<file path="src/rtl/uart_pkg.sv">
// uart_pkg: shared FSM state encoding, frame constants and the debug view
// exported by each direction of uart_transceiver.
`timescale 1ns/1ps
package uart_pkg;

  localparam int DATA_BITS = 8;

  // Serial line levels for an 8N1 frame.
  localparam logic LINE_START = 1'b0;
  localparam logic LINE_STOP  = 1'b1;
  localparam logic LINE_IDLE  = 1'b1;

  typedef enum logic [2:0] {
    ST_IDLE    = 3'd0,
    ST_START   = 3'd1,
    ST_DATA    = 3'd2,
    ST_STOP    = 3'd3,
    ST_CLEANUP = 3'd4
  } uart_state_e;

  // Per-direction observation point: FSM state, bit index and bit-timer flags.
  typedef struct packed {
    uart_state_e state;
    logic [2:0]  bit_idx;
    logic        half;
    logic        full;
  } uart_dbg_t;

endpackage

</file>
<file path="src/rtl/uart_if.sv">
// uart_if: host-side signals of uart_transceiver plus per-direction debug views.
//
// Handshake: i_Tx_DV is a one-cycle strobe with no ready; it is taken only when
// the TX FSM is idle (o_Tx_Active=0 and o_Tx_Done=0) and silently dropped
// otherwise. o_Tx_Done and o_Rx_DV are one-cycle pulses with no back-pressure;
// o_Rx_Byte is valid while o_Rx_DV=1 and holds until the next good frame.
`timescale 1ns/1ps
interface uart_if;
  import uart_pkg::*;

  logic       i_Tx_DV;
  logic [7:0] i_Tx_Byte;
  logic       o_Tx_Active;
  logic       o_Tx_Serial;
  logic       o_Tx_Done;
  logic       i_Rx_Serial;
  logic       o_Rx_DV;
  logic [7:0] o_Rx_Byte;
  uart_dbg_t  o_Tx_Dbg;
  uart_dbg_t  o_Rx_Dbg;

  modport master (
    output i_Tx_DV, i_Tx_Byte, i_Rx_Serial,
    input  o_Tx_Active, o_Tx_Serial, o_Tx_Done, o_Rx_DV, o_Rx_Byte,
    input  o_Tx_Dbg, o_Rx_Dbg
  );

  modport slave (
    input  i_Tx_DV, i_Tx_Byte, i_Rx_Serial,
    output o_Tx_Active, o_Tx_Serial, o_Tx_Done, o_Rx_DV, o_Rx_Byte,
    output o_Tx_Dbg, o_Rx_Dbg
  );
endinterface

</file>
<file path="src/rtl/uart_bit_timer.sv">
// uart_bit_timer: per-direction bit-period counter. Counts up from 0 after a
// clear and holds at the full-bit terminal value, so it never wraps in a bit.
`timescale 1ns/1ps
module uart_bit_timer #(
  parameter int CLKS_PER_BIT = 87
) (
  input  logic i_Clock,
  input  logic i_Rst_n,
  input  logic i_Clear,
  output logic o_Half,
  output logic o_Full
);
  localparam int CW = $clog2(CLKS_PER_BIT) + 1;
  localparam logic [CW-1:0] HALF_CNT = CW'((CLKS_PER_BIT - 1) / 2);
  localparam logic [CW-1:0] FULL_CNT = CW'(CLKS_PER_BIT - 1);

  logic [CW-1:0] r_Count;

  // Count clocks within a bit; clear restarts, saturate at the terminal count.
  always_ff @(posedge i_Clock or negedge i_Rst_n) begin
    if (!i_Rst_n)                r_Count <= '0;
    else if (i_Clear)            r_Count <= '0;
    else if (r_Count != FULL_CNT) r_Count <= r_Count + 1'b1;
  end

  assign o_Half = (r_Count == HALF_CNT);
  assign o_Full = (r_Count == FULL_CNT);
endmodule

</file>
<file path="src/rtl/uart_transceiver.sv">
// uart_transceiver: full-duplex 8N1 UART, independent TX and RX FSMs on one clock.
// Build option: define UART_LOOPBACK_EN to feed RX from the TX line internally
// (i_Rx_Serial ignored); left undefined, RX listens to i_Rx_Serial.
`timescale 1ns/1ps
module uart_transceiver #(
  parameter int CLKS_PER_BIT = 87
) (
  input logic  i_Clock,
  input logic  i_Rst_n,
  uart_if.slave bus
);
  import uart_pkg::*;

  logic [1:0]  r_Rst_Sync;
  logic        w_Rst_n;
  uart_state_e r_Tx_State, w_Tx_Next;
  logic [7:0]  r_Tx_Data, w_Tx_Data_Next;
  logic [2:0]  r_Tx_Idx, w_Tx_Idx_Next;
  logic        w_Tx_Clear, w_Tx_Half, w_Tx_Full, w_Tx_Serial;
  uart_state_e r_Rx_State, w_Rx_Next;
  logic [7:0]  r_Rx_Shift, w_Rx_Shift_Next;
  logic [2:0]  r_Rx_Idx, w_Rx_Idx_Next;
  logic        w_Rx_Clear, w_Rx_Half, w_Rx_Full, w_Rx_In, w_Rx_Line, w_Rx_Valid;
  logic [1:0]  r_Rx_Sync;
  logic        r_Rx_DV;
  logic [7:0]  r_Rx_Byte;

  // Reset asserts immediately but is released only on a clock edge.
  always_ff @(posedge i_Clock or negedge i_Rst_n) begin
    if (!i_Rst_n) r_Rst_Sync <= 2'b00;
    else          r_Rst_Sync <= {r_Rst_Sync[0], 1'b1};
  end
  assign w_Rst_n = r_Rst_Sync[1];

  uart_bit_timer #(.CLKS_PER_BIT(CLKS_PER_BIT)) u_tx_timer (
    .i_Clock(i_Clock), .i_Rst_n(w_Rst_n), .i_Clear(w_Tx_Clear),
    .o_Half(w_Tx_Half), .o_Full(w_Tx_Full)
  );

  uart_bit_timer #(.CLKS_PER_BIT(CLKS_PER_BIT)) u_rx_timer (
    .i_Clock(i_Clock), .i_Rst_n(w_Rst_n), .i_Clear(w_Rx_Clear),
    .o_Half(w_Rx_Half), .o_Full(w_Rx_Full)
  );

  // TX state register with latched byte and bit index.
  always_ff @(posedge i_Clock or negedge w_Rst_n) begin
    if (!w_Rst_n) begin
      r_Tx_State <= ST_IDLE;
      r_Tx_Data  <= '0;
      r_Tx_Idx   <= '0;
    end else begin
      r_Tx_State <= w_Tx_Next;
      r_Tx_Data  <= w_Tx_Data_Next;
      r_Tx_Idx   <= w_Tx_Idx_Next;
    end
  end

  // TX next state: strobes outside IDLE are dropped; timer restarts each bit.
  always_comb begin
    w_Tx_Next      = r_Tx_State;
    w_Tx_Data_Next = r_Tx_Data;
    w_Tx_Idx_Next  = r_Tx_Idx;
    w_Tx_Clear     = 1'b0;
    case (r_Tx_State)
      ST_IDLE: begin
        w_Tx_Clear    = 1'b1;
        w_Tx_Idx_Next = '0;
        if (bus.i_Tx_DV) begin
          w_Tx_Data_Next = bus.i_Tx_Byte;
          w_Tx_Next      = ST_START;
        end
      end
      ST_START: if (w_Tx_Full) begin
        w_Tx_Clear = 1'b1;
        w_Tx_Next  = ST_DATA;
      end
      ST_DATA: if (w_Tx_Full) begin
        w_Tx_Clear    = 1'b1;
        w_Tx_Idx_Next = r_Tx_Idx + 3'd1;
        if (r_Tx_Idx == 3'(DATA_BITS - 1)) w_Tx_Next = ST_STOP;
      end
      ST_STOP: if (w_Tx_Full) begin
        w_Tx_Clear = 1'b1;
        w_Tx_Next  = ST_CLEANUP;
      end
      default: begin
        w_Tx_Clear = 1'b1;
        w_Tx_Next  = ST_IDLE;
      end
    endcase
  end

  // TX line level decoded from the registered state, so reset forces idle-high at once.
  always_comb begin
    w_Tx_Serial = LINE_IDLE;
    case (r_Tx_State)
      ST_START: w_Tx_Serial = LINE_START;
      ST_DATA:  w_Tx_Serial = r_Tx_Data[r_Tx_Idx];
      ST_STOP:  w_Tx_Serial = LINE_STOP;
      default:  w_Tx_Serial = LINE_IDLE;
    endcase
  end

  assign bus.o_Tx_Serial = w_Tx_Serial;
  assign bus.o_Tx_Active = (r_Tx_State == ST_START) || (r_Tx_State == ST_DATA) ||
                           (r_Tx_State == ST_STOP);
  assign bus.o_Tx_Done   = (r_Tx_State == ST_CLEANUP);
  assign bus.o_Tx_Dbg    = '{state: r_Tx_State, bit_idx: r_Tx_Idx,
                             half: w_Tx_Half, full: w_Tx_Full};

`ifdef UART_LOOPBACK_EN
  assign w_Rx_In = w_Tx_Serial;
`else
  assign w_Rx_In = bus.i_Rx_Serial;
`endif

  // Two-flop synchroniser for the asynchronous RX line, idling high.
  always_ff @(posedge i_Clock or negedge w_Rst_n) begin
    if (!w_Rst_n) r_Rx_Sync <= {2{LINE_IDLE}};
    else          r_Rx_Sync <= {r_Rx_Sync[0], w_Rx_In};
  end
  assign w_Rx_Line = r_Rx_Sync[1];

  // RX state register, shift register and the held output byte / DV pulse.
  always_ff @(posedge i_Clock or negedge w_Rst_n) begin
    if (!w_Rst_n) begin
      r_Rx_State <= ST_IDLE;
      r_Rx_Shift <= '0;
      r_Rx_Idx   <= '0;
      r_Rx_DV    <= 1'b0;
      r_Rx_Byte  <= '0;
    end else begin
      r_Rx_State <= w_Rx_Next;
      r_Rx_Shift <= w_Rx_Shift_Next;
      r_Rx_Idx   <= w_Rx_Idx_Next;
      r_Rx_DV    <= w_Rx_Valid;
      if (w_Rx_Valid) r_Rx_Byte <= r_Rx_Shift;
    end
  end

  // RX next state: confirm start at mid-bit, then sample each following bit centre.
  always_comb begin
    w_Rx_Next       = r_Rx_State;
    w_Rx_Shift_Next = r_Rx_Shift;
    w_Rx_Idx_Next   = r_Rx_Idx;
    w_Rx_Clear      = 1'b0;
    w_Rx_Valid      = 1'b0;
    case (r_Rx_State)
      ST_IDLE: begin
        w_Rx_Clear    = 1'b1;
        w_Rx_Idx_Next = '0;
        if (w_Rx_Line == LINE_START) w_Rx_Next = ST_START;
      end
      ST_START: if (w_Rx_Half) begin
        w_Rx_Clear = 1'b1;
        w_Rx_Next  = (w_Rx_Line == LINE_START) ? ST_DATA : ST_IDLE;
      end
      ST_DATA: if (w_Rx_Full) begin
        w_Rx_Clear      = 1'b1;
        w_Rx_Shift_Next = {w_Rx_Line, r_Rx_Shift[7:1]};
        w_Rx_Idx_Next   = r_Rx_Idx + 3'd1;
        if (r_Rx_Idx == 3'(DATA_BITS - 1)) w_Rx_Next = ST_STOP;
      end
      ST_STOP: if (w_Rx_Full) begin
        w_Rx_Clear = 1'b1;
        w_Rx_Valid = (w_Rx_Line == LINE_STOP);
        w_Rx_Next  = ST_CLEANUP;
      end
      default: begin
        w_Rx_Clear = 1'b1;
        w_Rx_Next  = ST_IDLE;
      end
    endcase
  end

  assign bus.o_Rx_DV   = r_Rx_DV;
  assign bus.o_Rx_Byte = r_Rx_Byte;
  assign bus.o_Rx_Dbg  = '{state: r_Rx_State, bit_idx: r_Rx_Idx,
                           half: w_Rx_Half, full: w_Rx_Full};
endmodule

</file>
<file path="src/flat_wrapper.sv">
// flat-port wrapper written by rule: the top's interface ports become plain ports
module uart_transceiver_flat import uart_pkg::*;
#(
  parameter int CLKS_PER_BIT = 87
)
  (i_Clock, i_Rst_n, bus_i_Tx_DV, bus_i_Tx_Byte, bus_i_Rx_Serial, bus_o_Tx_Active, bus_o_Tx_Serial, bus_o_Tx_Done, bus_o_Rx_DV, bus_o_Rx_Byte, bus_o_Tx_Dbg, bus_o_Rx_Dbg);
  uart_if bus_i ();
  input logic i_Clock;
  input logic i_Rst_n;
  input wire logic [$bits(bus_i.i_Tx_DV)-1:0] bus_i_Tx_DV;
  input wire logic [$bits(bus_i.i_Tx_Byte)-1:0] bus_i_Tx_Byte;
  input wire logic [$bits(bus_i.i_Rx_Serial)-1:0] bus_i_Rx_Serial;
  output wire logic [$bits(bus_i.o_Tx_Active)-1:0] bus_o_Tx_Active;
  output wire logic [$bits(bus_i.o_Tx_Serial)-1:0] bus_o_Tx_Serial;
  output wire logic [$bits(bus_i.o_Tx_Done)-1:0] bus_o_Tx_Done;
  output wire logic [$bits(bus_i.o_Rx_DV)-1:0] bus_o_Rx_DV;
  output wire logic [$bits(bus_i.o_Rx_Byte)-1:0] bus_o_Rx_Byte;
  output wire logic [$bits(bus_i.o_Tx_Dbg)-1:0] bus_o_Tx_Dbg;
  output wire logic [$bits(bus_i.o_Rx_Dbg)-1:0] bus_o_Rx_Dbg;
  assign bus_i.i_Tx_DV = bus_i_Tx_DV;
  assign bus_i.i_Tx_Byte = bus_i_Tx_Byte;
  assign bus_i.i_Rx_Serial = bus_i_Rx_Serial;
  assign bus_o_Tx_Active = bus_i.o_Tx_Active;
  assign bus_o_Tx_Serial = bus_i.o_Tx_Serial;
  assign bus_o_Tx_Done = bus_i.o_Tx_Done;
  assign bus_o_Rx_DV = bus_i.o_Rx_DV;
  assign bus_o_Rx_Byte = bus_i.o_Rx_Byte;
  assign bus_o_Tx_Dbg = bus_i.o_Tx_Dbg;
  assign bus_o_Rx_Dbg = bus_i.o_Rx_Dbg;
  uart_transceiver #(.CLKS_PER_BIT(CLKS_PER_BIT)) u_core (.i_Clock(i_Clock), .i_Rst_n(i_Rst_n), .bus(bus_i));
endmodule
</file>
<file path="config.mk">
export PLATFORM = sky130hd
export DESIGN_NAME = uart_transceiver_flat
export DESIGN_NICKNAME = d
export VERILOG_FILES = /design/src/rtl/uart_pkg.sv /design/src/rtl/uart_if.sv /design/src/rtl/uart_bit_timer.sv /design/src/rtl/uart_transceiver.sv /design/src/flat_wrapper.sv
export SDC_FILE = /design/constraint.sdc
export NUM_CORES = 1
export LEC_CHECK = 0
export CELL_PAD_IN_SITES_DETAIL_PLACEMENT = 1
export CELL_PAD_IN_SITES_GLOBAL_PLACEMENT = 1
export CORE_MARGIN = 5
export CORE_UTILIZATION = 40
export DETAILED_ROUTE_END_ITERATION = 16
export MAX_ROUTING_LAYER = met4
export PLACE_DENSITY = 0.79
export RECOVER_POWER = 25
export SETUP_SLACK_MARGIN = 0.15
export SLEW_MARGIN = 30
export SYNTH_ARGS = -nofsm -noshare
export SYNTH_HDL_FRONTEND = slang
export SYNTH_SLANG_ARGS = --single-unit
</file>
<file path="constraint.sdc">
create_clock -name i_Clock -period 2.3 [get_ports i_Clock]
set_input_delay 0.46 -clock i_Clock [delete_from_list [all_inputs] [get_ports i_Clock]]
set_output_delay 0.46 -clock i_Clock [all_outputs]
set_load 0.05 [all_outputs]
</file>
==> out/results.tsv <==
stage	metric	value	unit
global_routing	grt_pass1_vias	1935	
global_routing	grt_usage	0.149	
global_routing	grt_pass1_wl	9.54	mm
clocking	cts_buffers	9	
finish	nets	291	
clocking	cts_tree	done	
finish	layout_commonest_cell	dfrtp_1	
pwr	p_leak	1.58	nW
logic_synthesis	synth_enable_flop_cells	0	
pwr	pwr-share-comb	0.106	
worst_setup_path	critPathSlowestCell	clkdlybuf4s50_1	
sta	fin_crit_sh	0.934	
drt	drtPass1Iterations	4	
logic_synthesis	synth_top_family_by_area	simple AND/OR/NAND/NOR gates	
pwr	p_clk_frac	0.414	
pwr	power-per-cell-area	664	nW/um2
sta	rsz0062_at_grt	true	
logic_synthesis	synth_compound_area_frac	0.0372	
worst_setup_path	worst-setup-path-type	reg2out	
global_routing	top_usage_layer	met2	
sta	tightest_slew	1070	ps
flow_run	maxCapViolCount	0	
floorplan	num_rows	30	
floorplan	die_y	92.5	um
logic_synthesis	synth_xor_area_frac	0.0386	
global_routing	grt_util_met3	0.0447	
logic_synthesis	syn_area_per_cell	12.3	um2
sta	tns	0	ps
drt	num_vias	1774	
floorplan	core_area	6720	um2
floorplan	dieArea	8560	um2
logic_synthesis	synthCells	222	
logic_synthesis	muxShareOfSynthArea	0.148	
worst_setup_path	critPathBufInv	2	
status	status	complete, no violations	
floorplan	die_x	92.5	um
worst_setup_path	critPathTopFamily	buffers and inverters	
placement	pre_cts_ws	366	ps
clocking	cts-root-buf	clkbuf_8	
logic_synthesis	synth_cell_types	49	
sta	hold_viol	0	
clocking	path_clk_slew	60	ps
clocking	cts_buffer_depth	2	
finish	fill_cells	711	
global_routing	met1_usage	0.176	
placement	placed_area	3230	um2
finish	drive_gt1_frac	0.290	
pwr	p_sw	0.582	mW
pwr	sequentialPowerShare	0.480	
sta	slew_headroom	0.288	
logic_synthesis	syn_area	2720	um2
logic_synthesis	yosys.area_share.simple	0.172	
pwr	p_int	1.71	mW
global_routing	grt_max_degree	30	
worst_setup_path	critPathMaxFanout	5	
drt	viasPerCell	4.98	
worst_setup_path	worstPathArrival	1690	ps
finish	stdcell_area	3460	um2
sta	period_minus_slack	2150	ps
worst_setup_path	worstPathRequired	1840	ps
clocking	htreeDepth	3	
logic_synthesis	ys_seq_area_frac	0.525	
drt	avgRoutedWirePerCell	15.8	um
clocking	insertion_delay	330	ps
worst_hold_path	worstHoldPathType	in2async	
logic_synthesis	post_synth_fa_ha_maj_area_fraction	0.0367	
drt	ant_nets	0	
clocking	cts.sinks	57	
drt	drc	0	
drt	drt_iter0_markers	15	
logic_synthesis	syn-num-nets	242	
pwr	ir_drop	0.436	mV
placement	gp_congestion	0.780	
global_routing	antenna_found_initial	0	
logic_synthesis	ys_ff_latch	57	
worst_setup_path	start_kind	flop	
worst_setup_path	crit_chain	buf_4 -> clkdlybuf4s50_1	
global_routing	grt_use_met2	0.240	
placement	portBuffers	39	
finish	antennaDiodeCount	0	
logic_synthesis	ys_warn_count	0	
placement	place_hpwl	4.04	mm
global_routing	grt-ovfl-total	0	
logic_synthesis	async_reset_ff_frac	1.00	
sta	finalSetupViolCount	0	
finish	area.growth.synth_to_final	26.9	%
floorplan	io_pins	40	
sta	drv_slew	0	
worst_setup_path	cpPeakStageDelay	790	ps
floorplan	start_util	0.405	
drt	wl	5.63	mm
sta	fin_ws	152	ps
finish	final_cell_mix	dfrtp_1, nor2_1, clkdlybuf4s50_1, mux2_2, clkbuf_8	
sta	fmaxAchievable	0.465	GHz
pwr	switching_share	0.253	
logic_synthesis	synth_top_flop_cell	dfrtp_1	
worst_setup_path	crit_path_end_kind	primary output	
sta	finClkSkew	6.43	ps
## Yosys cell counts, types with 2 or more instances
cell type,n,share of area
dfrtp_1,55,0.51
mux2_2,17,0.070
nand3b_1,4,0.011
and3_1,2,0.0046
mux2_4,9,0.050
a21oi_1,4,0.0073
xnor2_1,9,0.029
mux2i_1,2,0.0073
nor3_1,6,0.011
buf_4,4,0.011
dfstp_2,2,0.019
a22o_1,3,0.0096
xor2_1,3,0.0096
buf_2,3,0.0055
nand2b_1,3,0.0069
o21ai_0,3,0.0055
nand2_1,10,0.014
mux4_2,2,0.017
inv_1,8,0.011
ha_1,8,0.037
nand3_1,9,0.017
nor2_1,29,0.040
## power by group through the flow
stage               sequential, mW  combinational [mW]  clock, mW
floorplan                     1.14               0.135          0
global placement              1.12               0.250          0
detailed placement            1.12               0.255          0
CTS                           1.10               0.251      0.992
global route                  1.11               0.267       1.03
finish                        1.10               0.242      0.950
## worst paths after layout
path	startpoint	to	slack, ps	cells past startpoint
hold reg to reg	u_core.r_Rst_Sync[0]	u_core.r_Rst_Sync[1]	360	0
setup reg to reg	u_core.u_rx_timer.r_Count[0]	u_core.bus.o_Rx_Byte[4]	390	7
setup / recovery	u_core.r_Tx_Idx[0]	bus_o_Tx_Dbg[2]	150	2
hold / removal	i_Rst_n	u_core.r_Rst_Sync[0]	350	1
min in group i_Clock	u_core.r_Rst_Sync[0]	u_core.r_Rst_Sync[1]	360	0
max in group asynchronous	u_core.r_Rst_Sync[1]	u_core.u_rx_timer.r_Count[5]	560	1
## layer usage
layer | part of all wire | routed length [um]
met2 | 0.50 | 2820
met1 | 0.44 | 2490
met5 | 0 | 0
met4 | 0.014 | 77
met3 | 0.043 | 242
## registers in the layout, indices dropped and copies added, names as in the netlist
register,cells
u_core.u_rx_timer.r_Count,8
u_core.r_Rx_State,3
u_core.r_Tx_Data,8
u_core.r_Rst_Sync,2
u_core.r_Rx_Sync,2
u_core.r_Tx_Idx,3
u_core.bus.o_Rx_DV,1
u_core.bus.o_Rx_Byte,8
u_core.r_Tx_State,3
u_core.r_Rx_Shift,8
u_core.r_Rx_Idx,3
u_core.u_tx_timer.r_Count,8
## cell type report
class / count / area [um2] / area share
multi-input cells: 147 / 1200 / 0.347
inverters: 9 / 36.3 / 0.0105
flip-flops and latches: 57 / 1430 / 0.414
clock inverters: 4 / 51.3 / 0.0148
clock buffers: 12 / 155 / 0.0449
repair buffers: 47 / 483 / 0.140
well taps: 80 / 100 / 0.0290
## timing repair
action / 4_1_cts / 5_1_grt
pin swaps: 1 / 1
gates cloned: 0 / 0
hold buffers: 0 / 0
endpoints found under the setup margin: 6 / 3
resized for setup: 6 / 4
setup buffers: 1 / 2
## metrics by stage
step	total power [mW]	utilization	std cells	hold WS, ps
floorplan	1.27	-	222	164
global placement	1.37	0.481	337	302
detailed placement	1.37	0.481	337	299
CTS	2.35	0.513	354	258
global route	2.41	0.515	356	338
finish	2.30	0.515	356	353
## cells by family after synthesis
| family | after synthesis |
|---|---|
| xor+xnor | 12 |
| mux | 31 |
| buf+inv | 18 |
| flops | 57 |
| compound gates | 14 |
| other cells | 1 |
| fa+ha+maj | 8 |
| simple gates | 81 |
Power figures use the tool's default switching activity.
